$ cat src/rtl/morse_char_player.sv
// Morse character player: plays up to MAX_SYMS dots/dashes of one character
// on an LED. It pulses sym_done at the end of each symbol's on-time and
// chr_done when the character completes. All outputs come from registers.
module morse_char_player #(
    parameter int MAX_SYMS    = 5,
    parameter int UNIT_CYCLES = 1,
    parameter int DOT_UNITS   = 1,
    parameter int DASH_UNITS  = 3,
    parameter int GAP_UNITS   = 1
) (
    input  logic                             clock,
    input  logic                             reset,
    input  logic                             chr_strt,
    input  logic [MAX_SYMS-1:0]              chr_syms,
    input  logic [$clog2(MAX_SYMS+1)-1:0]    chr_len,
    output logic                             busy,
    output logic                             led_drv,
    output logic                             sym_done,
    output logic                             chr_done
);

    localparam int LEN_W    = $clog2(MAX_SYMS + 1);
    localparam int DOT_LEN  = DOT_UNITS * UNIT_CYCLES;
    localparam int DASH_LEN = DASH_UNITS * UNIT_CYCLES;
    localparam int GAP_LEN  = GAP_UNITS * UNIT_CYCLES;
    localparam int MAX_ON   = (DOT_LEN > DASH_LEN) ? DOT_LEN : DASH_LEN;
    localparam int MAX_LEN  = (MAX_ON > GAP_LEN) ? MAX_ON : GAP_LEN;
    // The counter is loaded with (length - 1) and counts down to zero.
    // It is sized for the full length, so it never overflows.
    localparam int CNT_W    = $clog2(MAX_LEN + 1);

    localparam logic [CNT_W-1:0] DOT_LOAD  = CNT_W'(DOT_LEN - 1);
    localparam logic [CNT_W-1:0] DASH_LOAD = CNT_W'(DASH_LEN - 1);
    localparam logic [CNT_W-1:0] GAP_LOAD  = CNT_W'(GAP_LEN - 1);
    localparam logic [CNT_W-1:0] CNT_ONE   = CNT_W'(1);
    localparam logic [LEN_W-1:0] LEN_MAX   = LEN_W'(MAX_SYMS);
    localparam logic [LEN_W-1:0] LEN_ONE   = LEN_W'(1);

    typedef enum logic [1:0] {IDLE, ON, GAP, DONE} state_t;

    state_t              state_reg;
    logic [CNT_W-1:0]    cnt_reg;
    logic [LEN_W-1:0]    sym_idx_reg;
    logic [LEN_W-1:0]    len_reg;
    logic [MAX_SYMS-1:0] syms_reg;
    logic                busy_reg;
    logic                led_reg;
    logic                sym_done_reg;
    logic                chr_done_reg;

    logic [LEN_W-1:0]    len_clamped;
    logic [CNT_W-1:0]    first_load;
    logic [CNT_W-1:0]    next_load;
    logic                last_sym;

    // Over-long requests play MAX_SYMS symbols.
    assign len_clamped = (chr_len > LEN_MAX) ? LEN_MAX : chr_len;
    // On-time of the first symbol comes straight from the request inputs.
    assign first_load  = chr_syms[0] ? DASH_LOAD : DOT_LOAD;
    // syms_reg is shifted when leaving ON, so bit 0 is always the upcoming symbol.
    assign next_load   = syms_reg[0] ? DASH_LOAD : DOT_LOAD;
    // sym_idx_reg never exceeds len_reg - 1, so idx + 1 fits in LEN_W bits.
    assign last_sym    = ((sym_idx_reg + LEN_ONE) == len_reg);

    assign busy     = busy_reg;
    assign led_drv  = led_reg;
    assign sym_done = sym_done_reg;
    assign chr_done = chr_done_reg;

    // Player FSM. The outputs are registered alongside the state.
    always_ff @(posedge clock) begin
        if (reset) begin
            state_reg    <= IDLE;
            cnt_reg      <= '0;
            sym_idx_reg  <= '0;
            len_reg      <= '0;
            syms_reg     <= '0;
            busy_reg     <= 1'b0;
            led_reg      <= 1'b0;
            sym_done_reg <= 1'b0;
            chr_done_reg <= 1'b0;
        end else begin
            sym_done_reg <= 1'b0;
            chr_done_reg <= 1'b0;
            case (state_reg)
                // DONE accepts a new request like IDLE does. This makes
                // back-to-back characters with a single LED-off cycle.
                IDLE, DONE: begin
                    led_reg  <= 1'b0;
                    busy_reg <= 1'b0;
                    cnt_reg  <= '0;
                    if (chr_strt) begin
                        syms_reg    <= chr_syms;
                        len_reg     <= len_clamped;
                        sym_idx_reg <= '0;
                        if (len_clamped == '0) begin
                            state_reg    <= DONE;
                            chr_done_reg <= 1'b1;
                        end else begin
                            state_reg <= ON;
                            led_reg   <= 1'b1;
                            busy_reg  <= 1'b1;
                            cnt_reg   <= first_load;
                        end
                    end else begin
                        state_reg <= IDLE;
                    end
                end
                ON: begin
                    if (cnt_reg == '0) begin
                        led_reg      <= 1'b0;
                        sym_done_reg <= 1'b1;
                        if (last_sym) begin
                            state_reg    <= DONE;
                            chr_done_reg <= 1'b1;
                            busy_reg     <= 1'b0;
                        end else begin
                            state_reg   <= GAP;
                            cnt_reg     <= GAP_LOAD;
                            sym_idx_reg <= sym_idx_reg + LEN_ONE;
                            syms_reg    <= syms_reg >> 1;
                        end
                    end else begin
                        cnt_reg <= cnt_reg - CNT_ONE;
                    end
                end
                GAP: begin
                    if (cnt_reg == '0) begin
                        state_reg <= ON;
                        led_reg   <= 1'b1;
                        cnt_reg   <= next_load;
                    end else begin
                        cnt_reg <= cnt_reg - CNT_ONE;
                    end
                end
                default: state_reg <= IDLE;
            endcase
        end
    end

endmodule
$ cat config.mk
export PLATFORM = sky130hd
export DESIGN_NAME = morse_char_player
export DESIGN_NICKNAME = d
export VERILOG_FILES = /design/src/rtl/morse_char_player.sv
export SDC_FILE = /design/constraint.sdc
export NUM_CORES = 1
export LEC_CHECK = 0
export ABC_AREA = 1
export BUFFER_PORTS_ARGS = -buffer_cell sky130_fd_sc_hd__buf_2
export CELL_PAD_IN_SITES_DETAIL_PLACEMENT = 0
export CELL_PAD_IN_SITES_GLOBAL_PLACEMENT = 1
export CORE_MARGIN = 5
export CORE_UTILIZATION = 35
export DETAILED_ROUTE_END_ITERATION = 8
export PLACE_DENSITY = 0.73
export SLEW_MARGIN = 20
export SYNTH_ARGS = -nofsm -noshare
export SYNTH_HDL_FRONTEND = slang
export SYNTH_SLANG_ARGS = --single-unit
$ cat constraint.sdc
create_clock -name clock -period 1.45 [get_ports clock]
set_input_delay 0.0725 -clock clock [delete_from_list [all_inputs] [get_ports clock]]
set_output_delay 0.0725 -clock clock [all_outputs]
set_load 0.01 [all_outputs]
## Word-level counts from Yosys, hierarchy flattened

Cells that the tools add are included.

| word-level totals | value |
|---|---|
| bits in registers | 19 |
| latch bits | 0 |
| memory bits (writable) | 0 |
| bits in read-only memories | 0 |
| input bits | 11 |
| output and inout port bits | 4 |
| word-level logic and storage cells | 70 |
| memories kept | 0 |

| cells by class | value |
|---|---|
| $add $sub $neg | 2 |
| multiply operators | 0 |
| div/mod/pow operators | 0 |
| $lt $le $gt $ge | 1 |
| eq/ne operators | 10 |
| shifts and indexed selects | 0 |
| multiplexer cells | 37 |
| bitwise gates (word level) | 1 |
| reductions and logical operators | 10 |

Operator list:

| kind | count |
|---|---|
| 2-bit 2-to-1 mux | 11 |
| 5-bit 2-to-1 mux | 3 |
| 1-bit 2-to-1 mux | 12 |
| 3-bit 2-to-1 mux | 4 |
| 2-bit one-hot mux with 3 select lines | 2 |
| 2-bit != test (second input constant) | 5 |
| 5-bit one-hot mux with 2 select lines | 1 |
| 3-bit one-hot mux with 2 select lines | 1 |
| 2-bit == test (second input constant) | 2 |
| 2-bit logical NOT | 2 |
| 1-bit one-hot mux with 2 select lines | 2 |
| 2-bit AND reduction | 2 |
| 4-bit AND reduction | 1 |
| 2-bit OR reduction | 2 |
| 3-bit by 1-bit adder with 3-bit output (second input constant) | 1 |
| 3-bit == test | 1 |
| 3-bit > comparator (second input constant) | 1 |
| 3-bit logical NOT | 1 |
| 3-bit != test (second input constant) | 1 |
| 1-bit one-hot mux with 3 select lines | 1 |
| 3-bit AND reduction | 1 |
| 2-bit by 1-bit == test with 1-bit output (second input constant) | 1 |
| 2-bit nonzero test | 1 |
| 2-bit by 1-bit subtractor with 2-bit output (second input constant) | 1 |
| 1-bit inverter | 1 |

## Logic depth before layout (Yosys ltp)

| depth | value |
|---|---|
| word-level depth | 6 |
| gate-level depth with buffers | 10 |
| depth with buffers taken out | 10 |

## Worst setup path before layout

OpenSTA, ideal clock, no wires.

| timing path | value |
|---|---|
| path kind | register to register |
| from | reg state_reg[0] |
| to | reg syms_reg[0] |
| setup time | 130 ps |
| arrival time | 1327 ps |
| data required time | 1320 ps |
| slack | -7 ps |
| stages on the path, launching flop included | 9 |
| buffers on the path | 0 |
| clock period less this slack | 1457 ps |
| cells stage by stage | dfxtp_1 > inv_1 > ha_1 > inv_1 > nor2_1 > a21oi_4 > nand3_4 > nand2_1 > a21oi_1 |

| on the way | value |
|---|---|
| cells in the longest elaborated chain, start to end | 4 |
| elaborated cells between the ends (all ways) | 10 |
| those cells by class | 5 x eq/ne; 1 x mux; 4 x reduce/logical |

Ends and longest elaborated chain:

| item | line | RTL |
|---|---|---|
| start, declared | 41 | `state_t state_reg;` |
| start signal, assigned | 73 | `state_reg <= IDLE;` |
| start signal, assigned | 97 | `state_reg <= DONE;` |
| start signal, assigned | 100 | `state_reg <= ON;` |
| 2-bit == test or 2-bit logical NOT (tied branches) | 85 | `case (state_reg)` |
| 2-bit OR reduction | 85 |  |
| 2-bit != test (no line) or 2-bit nonzero test (tied branches) | n/a |  |
| 4-bit AND reduction (no line) | n/a |  |
| end signal, assigned | 93 | `syms_reg <= chr_syms;` |
| end signal, assigned | 121 | `syms_reg <= syms_reg >> 1;` |
| end, declared | 45 | `logic [MAX_SYMS-1:0] syms_reg;` |

Parallel ways exist; a longest one is shown, timed or not.
A chain may end at the register's enable or synchronous reset.

## Worst setup path in the final report

| timing path | value |
|---|---|
| from | reg sym_idx_reg[0] |
| to | reg sym_idx_reg[0] |

| on the way | value |
|---|---|
| cells in the longest elaborated chain, start to end | 4 |
| elaborated cells between the ends (all ways) | 7 |
| those cells by class | 1 x add/sub; 2 x eq/ne; 3 x mux; 1 x reduce/logical |

Ends and longest elaborated chain:

| item | line | RTL |
|---|---|---|
| start, declared | 43 | `logic [LEN_W-1:0] sym_idx_reg;` |
| start signal, assigned | 120 | `sym_idx_reg <= sym_idx_reg + LEN_ONE;` |
| 3-bit by 1-bit adder with 3-bit output * | 63, 120 |  |
| 3-bit == test or 3-bit 2-to-1 mux (tied branches) | 63, 113 |  |
| 2-bit != test (no line) or 3-bit 2-to-1 mux (tied branches) | n/a |  |
| 4-bit AND reduction (no line) or 3-bit one-hot mux with 2 select lines (tied branches) | n/a |  |

Every way passes the cells marked *; elsewhere a longest branch is shown, timed or not. The select of a mux whose other input is x is not followed.

==> summary.txt <==
Status: complete, no violations
Number of port buffers: 14
CP max stage cell: dfxtp_2
Drt via density: 5.03
Starting density of the core: 0.368
Max-slew violation count: 0
Core area: 2780 um2
Syn Inst Count: 150
Critical path peak fanout: 8
R2r startpoint: sym_idx_reg[0]$_SDFFE_PP0P_
CTS tree: built
Dpl hpwl: 1.75 mm
Reg-to-reg slack, setup: 0.005 ns
Via count of the first global-routing pass: 999
Power per cell area: 1000 nW/um2
DR vias: 1041
Nets@finish: 191
Synth area leader: dfxtp_1
Critical-path cell list: ha_4 -> inv_2 -> nand2_2 -> nand3_2 -> nor2_4 -> nand2_4 -> nand3_4 -> nand2_1 -> inv_1 -> nor2_1
Die ar.: 4100 um2
Distinct cell type count after synthesis: 23
Final Skew: 0.00641 ns
Area of the multi-input gates: 657 um2
WHS: 0.0313 ns
Async S/R FF share, synth: 0
Clk root buf: clkbuf_4
CP delay by family, top: simple AND/OR/NAND/NOR gates
YS warnings: 0
Final GP Congestion: 0.805
Rows: 19
Synthesized area: 1020 um2
Crit path time final: 1.44 ns
Worst hold path type: in -> reg
Yosys reg bits: 19
CP peak stage delay: 0.35 ns
Grt total ovfl: 0
Worst-margin pin slew: 0.341 ns
CTS Hold Bufs: 0
Pre-antenna DRT Iters: 4
Layout cells sized above 1: 0.335
Period utilization: 0.996
Max-Cap Viols: 0
Worst skew pair latency: 0.30 ns
Leak: 0.616 nW
Fillers: 277
Reg2reg end: sym_idx_reg[0]$_SDFFE_PP0P_
Peak supply drop: 0.686 mV
Area share of the largest cell type after synthesis: 0.372
Worst relative slew slack: 0.773
Worst-case clock buffer depth: 2
Worst Hold Path EP: cnt_reg[1]$_SDFFE_PP0P_
Main synth FF type: dfxtp_1
Top post-synthesis cells by count: 48 x nand2_1, 19 x dfxtp_1, 18 x inv_1
Critical path launch point type: flip-flop
Largest net degree at the start of global routing: 12
Final Power: 1.35 mW
Critical Path AT: 1.66 ns
Final wirelength: 2.62 mm
Final Hold Viols: 0
CTS sink cnt: 19
Crit Path Class: reg -> reg
Avg Inst Size Synth: 6.81 um2
Most frequent cell after synthesis: nand2_1
Hold Startpoint: chr_syms[0]
Crit end category: flip-flop
Max reg flops: 5
IO Count: 15
Post-synth EDFFs: 0
Setup Viol. Count Final: 0
Post-DRT Antenna Nets: 0
Routed len/inst: 12.7 um
Storage cell area: 388 um2
Largest cells by area after synthesis: dfxtp_1 37%, nand2_1 18%, inv_1 6.6%
Diode count: 0
Worst Hold Path Cells: 3
RSZ-0062 raised after global routing: yes
H-tree levels: 1
Achievable Freq: 692 MHz
Clk slew on worst S/H paths: 0.11 ns
R2R cell count: 10
Sequential share of the synthesized area: 0.372
TritonCTS Buffers: 3
Initial antenna violation count: 0
Worst path required time: 1.67 ns
Initial drt markers: 38
DRC viols: 0
Tot GR Track Use: 0.127
Die Height: 64.0 um
Die X: 64.0 um
Area Growth Syn to Fin: 31.8%
Synthesized net count: 164
First-pass GRT wire length: 4.22 mm
Buf/Inv on CP: 2
==> power by group <==
part / switching, mW / leakage, nW / total, mW / internal (mW)
sequential: 0.0338 / 0.158 / 0.609 / 0.575
combinational: 0.264 / 0.443 / 0.461 / 0.197
clock: 0.170 / 0.0150 / 0.278 / 0.107
total: 0.469 / 0.616 / 1.35 / 0.879
==> worst min-delay path, cell delays in order <==
cell     delay, ns
buf_2         0.09
a31oi_1       0.06
nor2_1        0.07
==> timing repair <==
item,4_1_cts,5_1_grt
setup buffers,2,1
endpoints found under the setup margin,15,15
pin swaps,0,10
resized for setup,10,23
cloned,1,0
==> cells in the final DEF, fill, tap and decap left out, drive strengths merged <==
cell type | netlist | layout
nand2 | 49 | 50
buf | 2 | 25
dfxtp | 19 | 19
inv | 19 | 19
a21oi | 14 | 14
nor2 | 13 | 13
nand4 | 8 | 8
nand3 | 7 | 7
o21ai | 5 | 5
clkbuf | 2 | 4
a31oi | 3 | 3
ha | 3 | 3
nand3b | 2 | 2
xnor2 | 1 | 1
nor4 | 1 | 1
a211oi | 1 | 1
nor3 | 1 | 1
==> cell type report <==
type | instances | share of cell area
inverter | 19 | 0.0548
timing repair buffer | 25 | 0.122
clock buffer | 4 | 0.0195
tap | 31 | 0.0288
multi-input combinational | 109 | 0.487
sequential | 19 | 0.288
==> through the flow <==
stage	worst slack, ns	std cells	util	setup TNS (ns)	cell area (um2)
final	0.00521	207	0.484	0	1350
after detailed placement	-0.0937	199	0.422	-0.732	1170
after floorplan	0.0184	150	-	0	1020
after global placement	-0.0695	199	0.422	-0.557	1170
after global routing	-0.0662	207	0.484	-0.577	1350
after CTS	0.00552	206	0.457	0	1270
==> logic make-up after synthesis <==
kind of cell | Yosys count | share of synthesized area
fa+ha+maj | 3 | 0.0367
simple gates | 81 | 0.366
xor+xnor | 1 | 0.00857
compound gates | 23 | 0.130
flops | 19 | 0.372
buf+inv | 23 | 0.0869
==> worst max path at each step <==
stage / startpoint / to / slack, ns / depth (start not counted)
6_report: sym_idx_reg[0]$_SDFFE_PP0P_ / sym_idx_reg[0]$_SDFFE_PP0P_ / 0.005 / 10
3_3_place_gp: state_reg[0]$_SDFFE_PP0P_ / sym_idx_reg[0]$_SDFFE_PP0P_ / -0.07 / 9
3_5_place_dp: state_reg[0]$_SDFFE_PP0P_ / sym_idx_reg[0]$_SDFFE_PP0P_ / -0.09 / 9
4_1_cts: sym_idx_reg[1]$_SDFFE_PP0P_ / syms_reg[2]$_SDFFE_PP0P_ / 0.006 / 9
5_1_grt: sym_idx_reg[0]$_SDFFE_PP0P_ / syms_reg[2]$_SDFFE_PP0P_ / -0.07 / 9
2_1_floorplan: state_reg[0]$_SDFFE_PP0P_ / syms_reg[0]$_SDFFE_PP0P_ / 0.02 / 8
==> per-layer routing <==
metal,track usage,wire length (um),vias up
met3,0.0263,92,4
met4,0.0545,31,0
met1,0.156,1230,463
met5,0,0,-
met2,0.214,1260,29
li1,-,-,545
No activity file was read; power rests on OpenSTA's default activity.
